### config.mk
export PLATFORM = sky130hd
export DESIGN_NAME = pc_gen
export DESIGN_NICKNAME = d
export VERILOG_FILES = /design/src/rtl/pc_gen.sv
export SDC_FILE = /design/constraint.sdc
export NUM_CORES = 1
export LEC_CHECK = 0
export ABC_CLOCK_PERIOD_IN_PS = 3600
export CORE_UTILIZATION = 44
export DETAILED_ROUTE_END_ITERATION = 8
export PLACE_DENSITY = 0.88
export REMOVE_ABC_BUFFERS = 1
export SLEW_MARGIN = 40
export SYNTH_ARGS = -nofsm -noshare
export SYNTH_HDL_FRONTEND = slang
export SYNTH_SLANG_ARGS = --single-unit
### constraint.sdc
create_clock -name i_clk -period 3.6 [get_ports i_clk]
set_input_delay 0.72 -clock i_clk [delete_from_list [all_inputs] [get_ports i_clk]]
set_output_delay 0.72 -clock i_clk [all_outputs]
set_load 0.05 [all_outputs]
### src/rtl/pc_gen.sv
// PC generator: two-state fetch/execute sequencer that computes the next fetch PC on commit.
// Optional target-alignment trap is enabled by defining PC_GEN_MISALIGN_CHK_EN.
module pc_gen #(
  parameter int              XLEN     = 32,
  parameter logic [XLEN-1:0] RESET_PC = 32'h8000_0000,
  parameter int              CNT_W    = 16
) (
  input  logic             i_clk,
  input  logic             i_rst,
  output logic [XLEN-1:0]  o_pc,
  output logic             o_pc_valid,
  input  logic             i_pc_ready,
  input  logic             i_cmt_valid,
  input  logic             i_brch,
  input  logic             i_zero,
  input  logic             i_jal,
  input  logic             i_jalr,
  input  logic             i_ecall,
  input  logic             i_mret,
  input  logic [XLEN-1:0]  i_rs1,
  input  logic [XLEN-1:0]  i_imm,
  input  logic [XLEN-1:0]  i_mtvec,
  input  logic [XLEN-1:0]  i_mepc,
  output logic [CNT_W-1:0] o_redir_cnt,
  output logic             o_misalign,
  output logic [XLEN-1:0]  o_badaddr
);

  typedef enum logic {S_FETCH, S_EXEC} state_t;

  localparam logic [XLEN-1:0] PC_STEP = XLEN'(4);

`ifdef PC_GEN_MISALIGN_CHK_EN
  localparam bit ALIGN_CHK = 1'b1;
`else
  localparam bit ALIGN_CHK = 1'b0;
`endif

  state_t           state;
  state_t           next_state;
  logic [XLEN-1:0]  pc;
  logic [CNT_W-1:0] redir_cnt;

  logic [XLEN-1:0]  seq_pc;
  logic [XLEN-1:0]  rel_target;
  logic [XLEN-1:0]  jalr_sum;
  logic [XLEN-1:0]  jalr_target;
  logic             taken;
  logic [XLEN-1:0]  target_pc;
  logic             redirect;
  logic             check_align;
  logic             misalign_hit;
  logic [XLEN-1:0]  next_pc;
  logic             commit;

  assign commit = (state == S_EXEC) && i_cmt_valid;

  // Candidate targets; every adder wraps modulo 2^XLEN by construction.
  always_comb begin
    seq_pc      = pc + PC_STEP;
    rel_target  = pc + i_imm;
    jalr_sum    = i_rs1 + i_imm;
    jalr_target = {jalr_sum[XLEN-1:1], 1'b0};
    taken       = (i_brch && !i_zero) || i_jal;
  end

  // Fixed-priority target selection; only branch/jal/jalr targets are alignment-checked.
  always_comb begin
    target_pc   = seq_pc;
    redirect    = 1'b0;
    check_align = 1'b0;
    if (i_ecall) begin
      target_pc = i_mtvec;
      redirect  = 1'b1;
    end else if (i_mret) begin
      target_pc = i_mepc;
      redirect  = 1'b1;
    end else if (taken) begin
      target_pc   = rel_target;
      redirect    = 1'b1;
      check_align = 1'b1;
    end else if (i_jalr) begin
      target_pc   = jalr_target;
      redirect    = 1'b1;
      check_align = 1'b1;
    end
  end

  always_comb begin
    misalign_hit = ALIGN_CHK && check_align && (target_pc[1:0] != 2'b00);
    next_pc      = misalign_hit ? i_mtvec : target_pc;
  end

  always_comb begin
    next_state = state;
    o_pc_valid = 1'b0;
    case (state)
      S_FETCH: begin
        o_pc_valid = !i_rst;
        if (i_pc_ready) next_state = S_EXEC;
      end
      S_EXEC: begin
        if (i_cmt_valid) next_state = S_FETCH;
      end
      default: next_state = S_FETCH;
    endcase
  end

  // Reset wins over a coincident commit, so an in-flight jump is dropped.
  always_ff @(posedge i_clk) begin
    if (i_rst) begin
      state     <= S_FETCH;
      pc        <= RESET_PC;
      redir_cnt <= '0;
    end else begin
      state <= next_state;
      if (commit) begin
        pc <= next_pc;
        if (redirect && (redir_cnt != {CNT_W{1'b1}}))
          redir_cnt <= redir_cnt + CNT_W'(1);
      end
    end
  end

  assign o_pc        = pc;
  assign o_redir_cnt = redir_cnt;

`ifdef PC_GEN_MISALIGN_CHK_EN
  logic            misalign_pulse;
  logic [XLEN-1:0] badaddr;

  // Pulse lasts one cycle because the FSM is back in S_FETCH right after a commit.
  always_ff @(posedge i_clk) begin
    if (i_rst) begin
      misalign_pulse <= 1'b0;
      badaddr        <= '0;
    end else begin
      misalign_pulse <= commit && misalign_hit;
      if (commit && misalign_hit) badaddr <= target_pc;
    end
  end

  assign o_misalign = misalign_pulse;
  assign o_badaddr  = badaddr;
`else
  assign o_misalign = 1'b0;
  assign o_badaddr  = '0;
`endif

endmodule

==> reports/results.tsv <==
metric	value	unit
run status	complete, no violations	
number of design rule violations left after detail routing	0	
Slew Limit Fails	0	
Core Box Area	0.01543	sq mm
Post-Route WL	27320	um
Fillers	1395	
launching element type of the critical path	input pin	
post-route met1 wirelength	11220	um
final period demand of the worst path	3460	ps
Clk Tree Root Cell	sky130_fd_sc_hd__clkbuf_16	
smallest setup slack after layout	139.9	ps
launching point of the worst reg2reg path	o_pc[0]$_SDFFE_PP0P_	
full die area	0.01650	sq mm
FMAX	289.0	MHz
Post-synth EDFFs	0	
required time of the worst setup path	3830	ps
proportion of synthesized chip area in sequential cells	13.94	%
largest buffer count on any clock path	2	
number of nets still failing antenna checks after routing	0	
Least-Margin Pin Slew	830.9	ps
horizontal die dimension	128.5	um
most used standard cell by instance count after synthesis	sky130_fd_sc_hd__nor2_1	
vias after detailed routing	8900	
number of buffers created by CTS	5	
data arrival at the endpoint of the critical path	3690	ps
post-synthesis async set-or-reset flop share	0	%
worst skew pair latency	310	ps
cell row count	45	
worst setup slack before clock tree synthesis	-486.4	ps
CTS HTree Levels	2	
quantity of I/O buffers inserted on ports	186	
DR WL met2	12180	um
placed cell area	0.009649	sq mm
Post-CTS Setup Bufs	0	
Area Growth Syn to Fin	40.09	%
most frequent cells after synthesis	sky130_fd_sc_hd__nor2_1 (109), sky130_fd_sc_hd__a21oi_1 (108), sky130_fd_sc_hd__nand2_1 (91)	
placed wire-length estimate	21380	um
pin count of the biggest net entering global routing	52	
vias in the first global route	8354	
post-route cell area	0.009856	sq mm
number of warnings issued by yosys	0	
Boundary Pins	220	
number of different library cells in the post-synthesis netlist	73	
number of clock sinks	49	
effective utilization at floorplan	45.60	%
dominant synthesized flop cell	sky130_fd_sc_hd__dfxtp_1	
total met3 wirelength after detailed routing	2893	um
total global routing overflow	0	
ANT cells	0	
DRT Pass-1 Iters	6	
crit share post-route	96.12	%
fraction of layout instances using a drive strength above 1	11.46	%
critical path peak fanout	4	
die outline height	128.5	um
# Max-Cap Violations	0	
final setup skew	3.653	ps
Setup crit end kind	register	
clock input transition at the sequential cells of the worst setup and hold paths	70	ps
GRT Overall Usage	32.56	%
routed via count divided by cell count	6.067	
Worst slew margin	44.10	%
antenna violations before repair	0	
TritonCTS clock tree	done	
cell types with the largest area share after synthesis	sky130_fd_sc_hd__dfxtp_1 (14%), sky130_fd_sc_hd__ha_1 (11%), sky130_fd_sc_hd__a21oi_1 (7.7%)	
Avg WL per Cell	18.63	um
post-route insts no fill	1467	
Gate Count Post-Synth	995	
wire length of the first global-routing pass	42370	um
Starting DRT DRC Count	705	
synthesized flop and latch total	49	
Synth area leader	sky130_fd_sc_hd__dfxtp_1	
post-synthesis cell area	0.007035	sq mm
Worst Min Path Start	o_redir_cnt[14]$_SDFFE_PP0P_	
nets	1459	
power density of the placed cells	251.2	mW/mm^2
VDD IR-drop max	0.2291	mV
Setup violations, final	0	
top cell type's share of synthesized area	13.94	%
Fin. Hold Viols	0	
weighted congestion at the end of routability-driven global placement	0.9640	
startpoint of the worst setup timing path	i_rs1[1]	
highest signal layer in the routed design	met4	
core utilization of the finished layout	63.88	%
sum of negative setup slack	0	ps
Mean Syn Cell Area	7.071	sq um
leakage component of the power	3.962	nW
path type of the worst min-delay path	reg2reg	
number of cells in the design after placement	1460	
type of the setup path with the least slack	in2reg	
through the flow:
stage / hold slack [ps] / power (mW)
finish: 516.5 / 2.475
CTS: 515.8 / 2.444
detailed placement: 503.7 / 1.882
global placement: 481.7 / 1.867
global route: 554.0 / 2.599
floorplan: 524.7 / 1.342
critical path, stage by stage:
cell	delay, ps
sky130_fd_sc_hd__clkdlybuf4s50_1	480
sky130_fd_sc_hd__inv_1	70
sky130_fd_sc_hd__fa_1	440
sky130_fd_sc_hd__nand2b_1	180
sky130_fd_sc_hd__a21o_1	190
sky130_fd_sc_hd__a21oi_2	130
sky130_fd_sc_hd__buf_4	150
sky130_fd_sc_hd__o211a_4	190
sky130_fd_sc_hd__o21ai_2	80
sky130_fd_sc_hd__o311a_1	370
sky130_fd_sc_hd__xor2_1	170
sky130_fd_sc_hd__or3_1	340
sky130_fd_sc_hd__a211oi_2	190
sequential cells by signal, summed over array words and instances, names as in the netlist:
signal       count
state            1
o_pc            32
o_redir_cnt     16
cells in the final DEF (no fill, tap or decap), types with 6 or more instances in the layout:
cell                              count
sky130_fd_sc_hd__nand3_1             31
sky130_fd_sc_hd__a21oi_1            106
sky130_fd_sc_hd__inv_1               19
sky130_fd_sc_hd__a211oi_1            29
sky130_fd_sc_hd__buf_4              108
sky130_fd_sc_hd__xnor2_1             44
sky130_fd_sc_hd__dfxtp_1             49
sky130_fd_sc_hd__o21bai_1            11
sky130_fd_sc_hd__o21a_1              10
sky130_fd_sc_hd__a21o_1              19
sky130_fd_sc_hd__and3_1              11
sky130_fd_sc_hd__conb_1              33
sky130_fd_sc_hd__a31oi_1              8
sky130_fd_sc_hd__nand2b_1             6
sky130_fd_sc_hd__nand2_1             91
sky130_fd_sc_hd__ha_1                62
sky130_fd_sc_hd__nor4_1               6
sky130_fd_sc_hd__xor2_1              41
sky130_fd_sc_hd__o31ai_1              8
sky130_fd_sc_hd__a221oi_1            11
sky130_fd_sc_hd__o21ai_0             71
sky130_fd_sc_hd__o221ai_1            12
sky130_fd_sc_hd__and2_1               6
sky130_fd_sc_hd__nand4_1             17
sky130_fd_sc_hd__o22ai_1              8
sky130_fd_sc_hd__nor2_1             108
sky130_fd_sc_hd__nor3_1              25
sky130_fd_sc_hd__or3_1               14
sky130_fd_sc_hd__clkdlybuf4s50_1    183
sky130_fd_sc_hd__o211ai_1            19
cell families (layout without fill, tap and decap cells):
| logic type | count (synthesis) | after routing | synth area share [%] |
|---|---|---|---|
| AND/OR/NAND/NOR | 341 | 341 | 22.60 |
| buffers and inverters | 92 | 321 | 7.291 |
| multiplexers | 5 | 5 | 0.7114 |
| AO/OA/AOI/OAI | 357 | 357 | 33.04 |
| other | 1 | 33 | 0.05330 |
| XOR/XNOR | 85 | 85 | 10.58 |
| adder cells (fa/ha/maj) | 65 | 65 | 11.77 |
| flip-flops | 49 | 49 | 13.94 |
worst paths after layout:
path                                       end  slack, ps  cells after the start
setup reg to reg         o_pc[18]$_SDFFE_PP0P_        460                     11
hold reg to reg   o_redir_cnt[14]$_SDFFE_PP0P_        520                      2
hold / removal    o_redir_cnt[14]$_SDFFE_PP0P_        520                      2
setup / recovery         o_pc[30]$_SDFFE_PP0P_        140                     13
power by group:
part | total [mW] | switching, mW | internal, mW
sequential | 0.602 | 0.0389 | 0.564
combinational | 1.31 | 0.738 | 0.570
clock | 0.566 | 0.238 | 0.328
per-layer routing:
metal / up-vias / global-route usage, %
li1: 4185 / -
met1: 4127 / 41.54
met2: 499 / 53.90
met3: 89 / 6.237
met4: 0 / 13.01
met5: - / 0
what timing repair did:
action | CTS | global route
resized for setup | 4 | 8
hold buffers | 0 | 0
pin swaps | 3 | 2
setup endpoints to repair | 2 | 2
area by class of cell:
cell class              instances  area, sq um  area share (%)
flip-flops and latches         49        980.9           9.953
repair buffers                294         2665           27.04
clock buffers                   5        125.1           1.270
inverters                      20        75.07          0.7617
well taps                     211        264.0           2.679
multi-input cells             886         5707           57.90
clock inverters                 2        38.79          0.3936
Power figures use the tool's default switching activity.
